<file path="config.mk">
export PLATFORM = sky130hd
export DESIGN_NAME = imem_loader_flat
export DESIGN_NICKNAME = d
export VERILOG_FILES = /design/src/rtl/imem_loader_pkg.sv /design/src/rtl/imem_loader_if.sv /design/src/rtl/imem_loader_byte_packer.sv /design/src/rtl/imem_loader.sv /design/src/flat_wrapper.sv
export SDC_FILE = /design/constraint.sdc
export NUM_CORES = 1
export LEC_CHECK = 0
export CAP_MARGIN = 20
export CORE_MARGIN = 2
export CORE_UTILIZATION = 31
export DETAILED_ROUTE_END_ITERATION = 12
export GPL_ROUTABILITY_DRIVEN = 0
export GPL_TIMING_DRIVEN = 0
export PLACE_DENSITY = 0.54
export SYNTH_ARGS = -nofsm -noshare
export SYNTH_HDL_FRONTEND = slang
export SYNTH_SLANG_ARGS = --single-unit
</file>
<file path="constraint.sdc">
create_clock -name clk -period 2.67 [get_ports clk]
set_input_delay 0.534 -clock clk [delete_from_list [all_inputs] [get_ports clk]]
set_output_delay 0.534 -clock clk [all_outputs]
set_load 0.05 [all_outputs]
</file>
<file path="src/rtl/imem_loader_pkg.sv">
// Shared types and constants for the instruction-memory loader.
// The FSM encoding is shared so the top and any debug taps agree on state values.
package imem_loader_pkg;

  localparam int BYTE_W         = 8;
  localparam int BYTES_PER_WORD = 4;

  typedef enum logic [2:0] {
    IDLE,
    HDR0,
    HDR1,
    DATA,
    WRITE,
    DONE,
    ERR
  } ldr_state_t;

endpackage

</file>
<file path="src/rtl/imem_loader_if.sv">
// Byte-stream input and instruction-memory write port of the loader.
// master = loader side, slave = byte source plus memory.
interface imem_loader_if #(
  parameter int A_WIDTH = 8,
  parameter int BYTE_W  = 8
);

  localparam int WIDTH = 4 * BYTE_W;

  logic               byte_valid;
  logic [BYTE_W-1:0]  byte_data;
  logic               byte_ready;
  logic               wr_en;
  logic [A_WIDTH-1:0] wr_addr;
  logic [WIDTH-1:0]   wr_data;

  modport master (
    input  byte_valid, byte_data,
    output byte_ready, wr_en, wr_addr, wr_data
  );

  modport slave (
    output byte_valid, byte_data,
    input  byte_ready, wr_en, wr_addr, wr_data
  );

endinterface

</file>
<file path="src/rtl/imem_loader_byte_packer.sv">
// Assembles four stream bytes into one little-endian word; lane 0 lands in bits [7:0].
// One cycle per byte insert; clear wins over load so a new session never sees stale bytes.
module byte_packer #(
  parameter int BYTE_W = 8,
  parameter int WIDTH  = 4 * BYTE_W
) (
  input  logic              clk,
  input  logic              rst,
  input  logic              clr,
  input  logic              load,
  input  logic [1:0]        lane,
  input  logic [BYTE_W-1:0] din,
  output logic [WIDTH-1:0]  word
);

  always_ff @(posedge clk or negedge rst) begin
    if (!rst) begin
      word <= '0;
    end else if (clr) begin
      word <= '0;
    end else if (load) begin
      word[lane*BYTE_W +: BYTE_W] <= din;
    end
  end

endmodule

</file>
<file path="src/rtl/imem_loader.sv">
// Loads a length-prefixed byte stream into instruction memory as 32-bit words from address 0,
// holding the core in reset until the whole image is written; one WRITE cycle per word stalls the stream.
module imem_loader #(
  parameter int WIDTH   = 32,
  parameter int A_WIDTH = 8,
  parameter int BYTE_W  = 8
) (
  input  logic                clk,
  input  logic                rst,
  input  logic                start,
  imem_loader_if.master       bus,
  output logic                cpu_hold,
  output logic                done,
  output logic                error
);

  import imem_loader_pkg::*;

  localparam int        CNT_W   = 17;
  localparam int        DEPTH   = 1 << A_WIDTH;
  localparam logic [CNT_W-1:0] DEPTH_V = CNT_W'(DEPTH);

  ldr_state_t          state, state_nxt;
  logic [BYTE_W-1:0]   hdr_lo;
  logic [15:0]         hdr_n;
  logic [15:0]         n_in;
  logic [1:0]          byte_idx;
  logic [A_WIDTH:0]    word_idx;
  logic [WIDTH-1:0]    word;
  logic                xfer;
  logic                start_ok;
  logic                last_word;

  assign start_ok  = start && (state == IDLE || state == DONE || state == ERR);
  assign xfer      = bus.byte_valid && bus.byte_ready;
  assign n_in      = {byte_data_hi(bus.byte_data), hdr_lo};
  assign last_word = (CNT_W'(word_idx) + CNT_W'(1)) == {1'b0, hdr_n};

  function automatic logic [7:0] byte_data_hi(input logic [BYTE_W-1:0] b);
    return 8'(b);
  endfunction

  always_ff @(posedge clk or negedge rst) begin
    if (!rst) begin
      state <= IDLE;
    end else begin
      state <= state_nxt;
    end
  end

  always_comb begin
    state_nxt = state;
    case (state)
      IDLE:  if (start_ok) state_nxt = HDR0;
      HDR0:  if (xfer) state_nxt = HDR1;
      HDR1: begin
        if (xfer) begin
          if (n_in == 16'd0)                 state_nxt = DONE;
          else if ({1'b0, n_in} > DEPTH_V)   state_nxt = ERR;
          else                               state_nxt = DATA;
        end
      end
      DATA:  if (xfer && byte_idx == 2'(BYTES_PER_WORD - 1)) state_nxt = WRITE;
      WRITE: state_nxt = last_word ? DONE : DATA;
      DONE:  if (start_ok) state_nxt = HDR0;
      ERR:   if (start_ok) state_nxt = HDR0;
      default: state_nxt = IDLE;
    endcase
  end

  // Header and counters; word_idx is one bit wider so N == DEPTH never aliases to 0.
  always_ff @(posedge clk or negedge rst) begin
    if (!rst) begin
      hdr_lo   <= '0;
      hdr_n    <= '0;
      byte_idx <= '0;
      word_idx <= '0;
    end else if (start_ok) begin
      byte_idx <= '0;
      word_idx <= '0;
    end else begin
      if (state == HDR0 && xfer) hdr_lo <= bus.byte_data;
      if (state == HDR1 && xfer) hdr_n <= n_in;
      if (state == DATA && xfer) byte_idx <= byte_idx + 2'd1;
      if (state == WRITE)        word_idx <= word_idx + 1'b1;
    end
  end

  byte_packer #(
    .BYTE_W (BYTE_W),
    .WIDTH  (WIDTH)
  ) u_packer (
    .clk  (clk),
    .rst  (rst),
    .clr  (start_ok),
    .load (xfer && state == DATA),
    .lane (byte_idx),
    .din  (bus.byte_data),
    .word (word)
  );

  assign bus.byte_ready = (state == HDR0) || (state == HDR1) || (state == DATA);
  assign bus.wr_en      = (state == WRITE);
  assign bus.wr_addr    = bus.wr_en ? word_idx[A_WIDTH-1:0] : '0;
  assign bus.wr_data    = bus.wr_en ? word : '0;

  assign cpu_hold = (state != DONE);
  assign done     = (state == DONE);
  assign error    = (state == ERR);

endmodule

</file>
<file path="src/flat_wrapper.sv">
// flat-port wrapper written by rule: the top's interface ports become plain ports
module imem_loader_flat import imem_loader_pkg::*;
#(
  parameter int WIDTH   = 32,
  parameter int A_WIDTH = 8,
  parameter int BYTE_W  = 8
)
  (clk, rst, start, cpu_hold, done, error, bus_byte_valid, bus_byte_data, bus_byte_ready, bus_wr_en, bus_wr_addr, bus_wr_data);
  imem_loader_if #(.A_WIDTH(A_WIDTH), .BYTE_W(BYTE_W)) bus_i ();
  input  logic clk;
  input  logic rst;
  input  logic start;
  output logic cpu_hold;
  output logic done;
  output logic error;
  input wire logic [$bits(bus_i.byte_valid)-1:0] bus_byte_valid;
  input wire logic [$bits(bus_i.byte_data)-1:0] bus_byte_data;
  output wire logic [$bits(bus_i.byte_ready)-1:0] bus_byte_ready;
  output wire logic [$bits(bus_i.wr_en)-1:0] bus_wr_en;
  output wire logic [$bits(bus_i.wr_addr)-1:0] bus_wr_addr;
  output wire logic [$bits(bus_i.wr_data)-1:0] bus_wr_data;
  assign bus_i.byte_valid = bus_byte_valid;
  assign bus_i.byte_data = bus_byte_data;
  assign bus_byte_ready = bus_i.byte_ready;
  assign bus_wr_en = bus_i.wr_en;
  assign bus_wr_addr = bus_i.wr_addr;
  assign bus_wr_data = bus_i.wr_data;
  imem_loader #(.WIDTH(WIDTH), .A_WIDTH(A_WIDTH), .BYTE_W(BYTE_W)) u_core (.clk(clk), .rst(rst), .start(start), .bus(bus_i), .cpu_hold(cpu_hold), .done(done), .error(error));
endmodule
</file>
==> results_dict.tcl, run 1 <==
set metrics [dict create \
    status "finished clean" \
    cp.arrival_ns 2.02 \
    die_w_um 115 \
    synth_seq_cells 70 \
    timing.final.crit_share_pct 95.8 \
    grt_pass1_wl_mm 15.9 \
    root_buffer "clkbuf_16" \
    path_class "register to output port" \
    skew_ns 0.00649 \
    min_period_ns 2.56 \
    setup_viol 0 \
    crit_fanout 10 \
    route.met2.wl_mm 4.40 \
    hold_viol 0 \
    max_stage_delay_ns 0.39 \
    netlist_area_um2 3790 \
    ys_seq_area_share_pct 46.3 \
    synth_edf_count 0 \
    highest_layer "met4" \
    cts_tree "built" \
    vdd_drop_max_v 0.000399 \
    worst_pin_slew_ns 0.933 \
    final_nets 483 \
    vias 3108 \
    die_y_um 115 \
    fillers 1192 \
    layout.core_utilization_pct 39.6 \
    wl_mm 9.79 \
    grt_max_degree 71 \
    critPathRequiredTime_ns 2.14 \
    crit_top_cell "buf_2" \
    grt_pass1_vias 2979 \
    clk_pin_slew_ns 0.06 \
    hp-class "input pin to async pin" \
    avgRoutedWirePerCell_um 15.9 \
    pin_count 57 \
    synth_top_cell_area_share_pct 46.3 \
    layout-drive-gt1-share_pct 23.5 \
    grt_use_total_pct 15.8 \
    syn2layout_area_growth_pct 24.9 \
    dieArea_um2 13100 \
    avgSynthCellArea_um2 9.49 \
    fin_ws_ns 0.111 \
    overflow 0 \
    dpl.cell_count 602 \
    diodes 0 \
    initial_core_util_pct 31.7 \
    synth_cell_type_count 57 \
    power.leakage_nw 2.08 \
    cts_max_level 3 \
    wl_met1_mm 4.84 \
    synthArstFlopShare_pct 100 \
    p_per_area_nw_per_um2 915 \
    drc 0 \
    slew_headroom_pct 37.6 \
    slowest_stage "dfrtp_1" \
    clock-sinks 70 \
    path_cells "buf_2 > nor2_2 > nand2_2 > clkinv_4 > clkbuf_2 > and2_1 > buf_2" \
    antenna_found_initial 0 \
    core-area_um2 12000 \
    clock.fmax_ghz 0.391 \
    syn_nets 417 \
    synth-main-ff-cell "dfrtp_1" \
    firstDrtPassIters 4 \
    rsz0062_at_grt "no" \
    p_total_mw 4.33 \
    yosys-top-cells-area "dfrtp_1 (46%), and2_1 (7.1%), mux2_2 (6.8%)" \
    hpwl_mm 6.85 \
    clk_latency_ns 0.33 \
    maxSlewViolCount 0 \
    start_kind "register" \
    cts_buffer_depth 2 \
    yosys_warnings 0 \
    holdBufCountCts 0 \
    drt-initial-drc-count 189 \
    viasPerCell 5.05 \
    rows 40 \
    synth_area_leader_cell "dfrtp_1" \
    io_buffer_count 56 \
    dr_wl_met3_um 339 \
    synth_most_common_cell "dfrtp_1" \
    numCtsBuffers 9 \
    end_kind "output port" \
    finalNonFillerCells 616 \
    synth_common_cells "dfrtp_1 (70), nand2_1 (49), and2_1 (43), a21oi_1 (42), nand3_1 (36)" \
    synthCells 399 \
    drt.antenna.violating_nets 0 \
    cap_viol_max_count 0 \
    pre_cts_ws_ns -0.710 \
]
state kept, by name, summed over array words and instances (netlist names):
signal	cells
u_core.byte_idx	2
u_core.hdr_lo	8
u_core.hdr_n	16
u_core.state	3
u_core.u_packer.word	32
u_core.word_idx	9
final timing paths:
| kind | start | end | slack (ns) | cells after the start |
|---|---|---|---|---|
| max in group asynchronous | rst | u_core.word_idx[4] | 1.74 | 1 |
| max | u_core.state[1] | bus_wr_data[21] | 0.11 | 7 |
| max reg2reg | u_core.byte_idx[0] | u_core.u_packer.word[12] | 0.48 | 5 |
| min | rst | u_core.u_packer.word[3] | 0.34 | 1 |
| min in group clk | u_core.hdr_n[14] | u_core.hdr_n[14] | 0.51 | 1 |
| min reg2reg | u_core.hdr_n[14] | u_core.hdr_n[14] | 0.51 | 1 |
final cells by class:
cell class              instances  area (µm²)  area share (%)
clock buffers                  10         239            5.05
flip-flops and latches         70        1750            37.0
repair buffers                 56         397            8.38
plain buffers                  22         133            2.80
clock inverters                 5         108            2.27
inverters                       8        35.0           0.741
well taps                     147         184            3.89
multi-input cells             298        1880            39.8
timing repair:
action                                  4_1_cts  5_1_grt
pin swaps                                     0        0
gates resized for setup                     208       18
setup buffers                                 0        0
endpoints found under the setup margin       41       41
hold endpoints to repair                      0        0
kinds of logic (layout without fill, tap and decap cells):
kind of cell | Yosys count | in the layout | synth area share, %
fa+ha+maj | 6 | 6 | 1.98
simple gates | 185 | 185 | 26.2
mux | 24 | 24 | 7.10
compound gates | 65 | 65 | 10.2
flops | 70 | 70 | 46.3
xor+xnor | 18 | 18 | 4.16
buf+inv | 31 | 101 | 4.13
critical path, delay by kind of cell, from the launching register on:
kind	cells	cell delay, ns
buffers and inverters	4	0.79
DFF	1	0.39
and+or+nand+nor	3	0.51
where the power goes:
part	internal, mW	switching (mW)
Clock	0.935	0.445
Sequential	1.34	0.222
Combinational	0.588	0.797
Total	2.87	1.46
layout by cell type, fill, tap and decap left out, types with 9 or more instances in the layout:
cell type / synthesis / routed
dfrtp_1: 70 / 70
nand2_1: 49 / 48
and2_1: 43 / 43
a21oi_1: 42 / 42
nand3_1: 36 / 36
buf_2: 9 / 32
mux2_2: 23 / 23
nor2_1: 18 / 17
clkbuf_4: 0 / 14
clkdlybuf4s50_1: 0 / 14
xnor2_1: 11 / 11
clkbuf_16: 0 / 9
per-layer routing:
layer	vias up	global-route usage, %
met5	-	0
met4	0	6.59
met3	13	2.22
met2	61	22.8
met1	1518	23.5
li1	1516	-
metrics by stage:
| stage | setup TNS (ns) | instance area [µm²] | hold WS [ns] |
|---|---|---|---|
| finish | 0 | 4730 | 0.338 |
| global placement | -116.02 | 4530 | 0.492 |
| detailed placement | -22.36 | 4530 | 0.497 |
| floorplan | 0 | 3790 | 0.238 |
| CTS | 0 | 4700 | 0.375 |
| global route | 0 | 4730 | 0.412 |
No activity file was read; power rests on OpenSTA's default activity.
==> run 2, diff against run 1 <==
CORE_MARGIN = unset   (was 2)
GPL_ROUTABILITY_DRIVEN = unset   (was 0)
==> run 2 against run 1 <==
Compared with the run above:
- hold slack worse by 0.24 ns
- global-route usage up 0.68 points
- clock skew is 0.0016 ns lower
- clock-buffer cell count down 1
- register-to-register slack about the same
- sequential cell count unchanged
- critical path depth shrank 3
- largest cell class unchanged
==> results_dict.tcl, run 2 (synthesis gave the netlist of run 1 again) <==
set metrics [dict create \
    status "finished clean" \
    clk_pin_slew_ns 0.06 \
    min_period_ns 2.57 \
    grt_use_total_pct 16.4 \
    wl_mm 9.64 \
    core-area_um2 12000 \
    timing.final.crit_share_pct 96.1 \
    finalNonFillerCells 618 \
    dpl.cell_count 603 \
    maxSlewViolCount 0 \
    clock-sinks 70 \
    hold_viol 0 \
    initial_core_util_pct 31.7 \
    crit_fanout 10 \
    vdd_drop_max_v 0.000400 \
    layout-drive-gt1-share_pct 23.6 \
    numCtsBuffers 9 \
    start_kind "register" \
    root_buffer "clkbuf_16" \
    cts_tree "built" \
    diodes 0 \
    drt.antenna.violating_nets 0 \
    viasPerCell 4.91 \
    drc 0 \
    pin_count 57 \
    grt_pass1_vias 3011 \
    final_cell_mix "dfrtp_1 (70), nand2_1 (48), buf_2 (45), and2_1 (43), a21oi_1 (42)" \
    setup_viol 0 \
    p_total_mw 4.24 \
    rows 40 \
    overflow 0 \
    final_nets 484 \
    cp.arrival_ns 2.03 \
    power.leakage_nw 2.10 \
    final_common_cell "dfrtp_1" \
    vias 3032 \
    die_w_um 113 \
    hp-class "input pin to async pin" \
    grt_max_degree 49 \
    antenna_found_initial 0 \
    top_register "u_core.u_packer.word" \
    place_congestion 0.792 \
    largest_reg_flops 32 \
    firstDrtPassIters 4 \
    slew_headroom_pct 37.0 \
    clock.fmax_ghz 0.390 \
    hpwl_mm 6.82 \
    cts_buffer_depth 2 \
    path_class "register to output port" \
    cts_max_level 3 \
    syn2layout_area_growth_pct 24.4 \
    place_area_um2 4560 \
    drt-initial-drc-count 186 \
    fillers 1224 \
    cap_viol_max_count 0 \
    skew_ns 0.00494 \
    holdBufCountCts 0 \
    avgRoutedWirePerCell_um 15.6 \
    grt_pass1_wl_mm 16.1 \
    dieArea_um2 12700 \
    cts_setup_buffers 0 \
    end_kind "output port" \
    reg.largest.list "u_core.u_packer.word (32), u_core.hdr_n (16), u_core.word_idx (9)" \
    worst_pin_slew_ns 0.942 \
    critPathRequiredTime_ns 2.14 \
    clk_latency_ns 0.33 \
    die_y_um 113 \
    p_per_area_nw_per_um2 900 \
    io_buffer_count 56 \
    stdcell_area_um2 4710 \
]
-- run 2: cell types whose count changed in the layout (fill, tap and decap cells not counted), moves of 2 or more --
cell and delta:
clkbuf_4 -11, buf_2 +13, buf_4 -2, inv_6 +2, clkinv_2 +2
-- run 2: repair_timing --
item / CTS / global route
endpoints found under the setup margin: 41 / 41
pin swaps: 0 / 0
resized for setup: 207 / 5
-- run 2: power breakdown --
part,leakage (nW),internal (mW),switching [mW]
combinational,1.02,0.591,0.791
sequential,0.921,1.34,0.223
clock,0.160,0.822,0.470
total,2.10,2.76,1.48
-- run 2: worst paths after layout --
path / slack (ns) / end / start / cells past startpoint
max: 0.10 / done / u_core.state[1] / 4
min: 0.1 / u_core.word_idx[8] / rst / 1
max reg2reg: 0.47 / u_core.u_packer.word[13] / u_core.byte_idx[0] / 5
min reg2reg: 0.51 / u_core.hdr_n[14] / u_core.hdr_n[14] / 1
max in group asynchronous: 2.02 / u_core.u_packer.word[14] / rst / 2
min in group clk: 0.51 / u_core.hdr_n[14] / u_core.hdr_n[14] / 1
-- run 2: metrics by stage --
step           setup TNS [ns]  hold WS, ns  setup slack [ns]  util [%]
6_report                    0       0.0992             0.103      39.4
4_1_cts                     0        0.103           0.00661      39.3
3_5_place_dp           -20.66        0.460            -0.665      38.1
3_3_place_gp          -119.36        0.492             -1.42      37.9
5_1_grt              -0.00708        0.122          -0.00708      39.4
2_1_floorplan               0        0.238            0.0537         -
-- run 2: routing by layer --
layer / global-route usage [%] / routed length [µm] / vias up
met5: 0 / 0 / -
met4: 7.47 / 89 / 0
met3: 2.11 / 346 / 4
met2: 25.2 / 4540 / 54
met1: 23.2 / 4670 / 1460
li1: - / - / 1514
-- run 2: area by class of cell --
type	instances	area (µm²)	share of cell area [%]
Timing Repair Buffer	57	397	8.42
Clock buffer	9	225	4.78
Tap cell	147	184	3.90
Clock inverter	7	96.3	2.05
Buffer	22	133	2.82
Multi-Input combinational cell	298	1890	40.1
Sequential cell	70	1750	37.2
Inverter	8	35.0	0.744
-- run 2: worst max-delay path, stage by stage, from the launching register on --
cell,delay (ns)
dfrtp_1,0.39
buf_2,0.19
nand3b_1,0.21
inv_1,0.11
clkdlybuf4s50_1,0.80
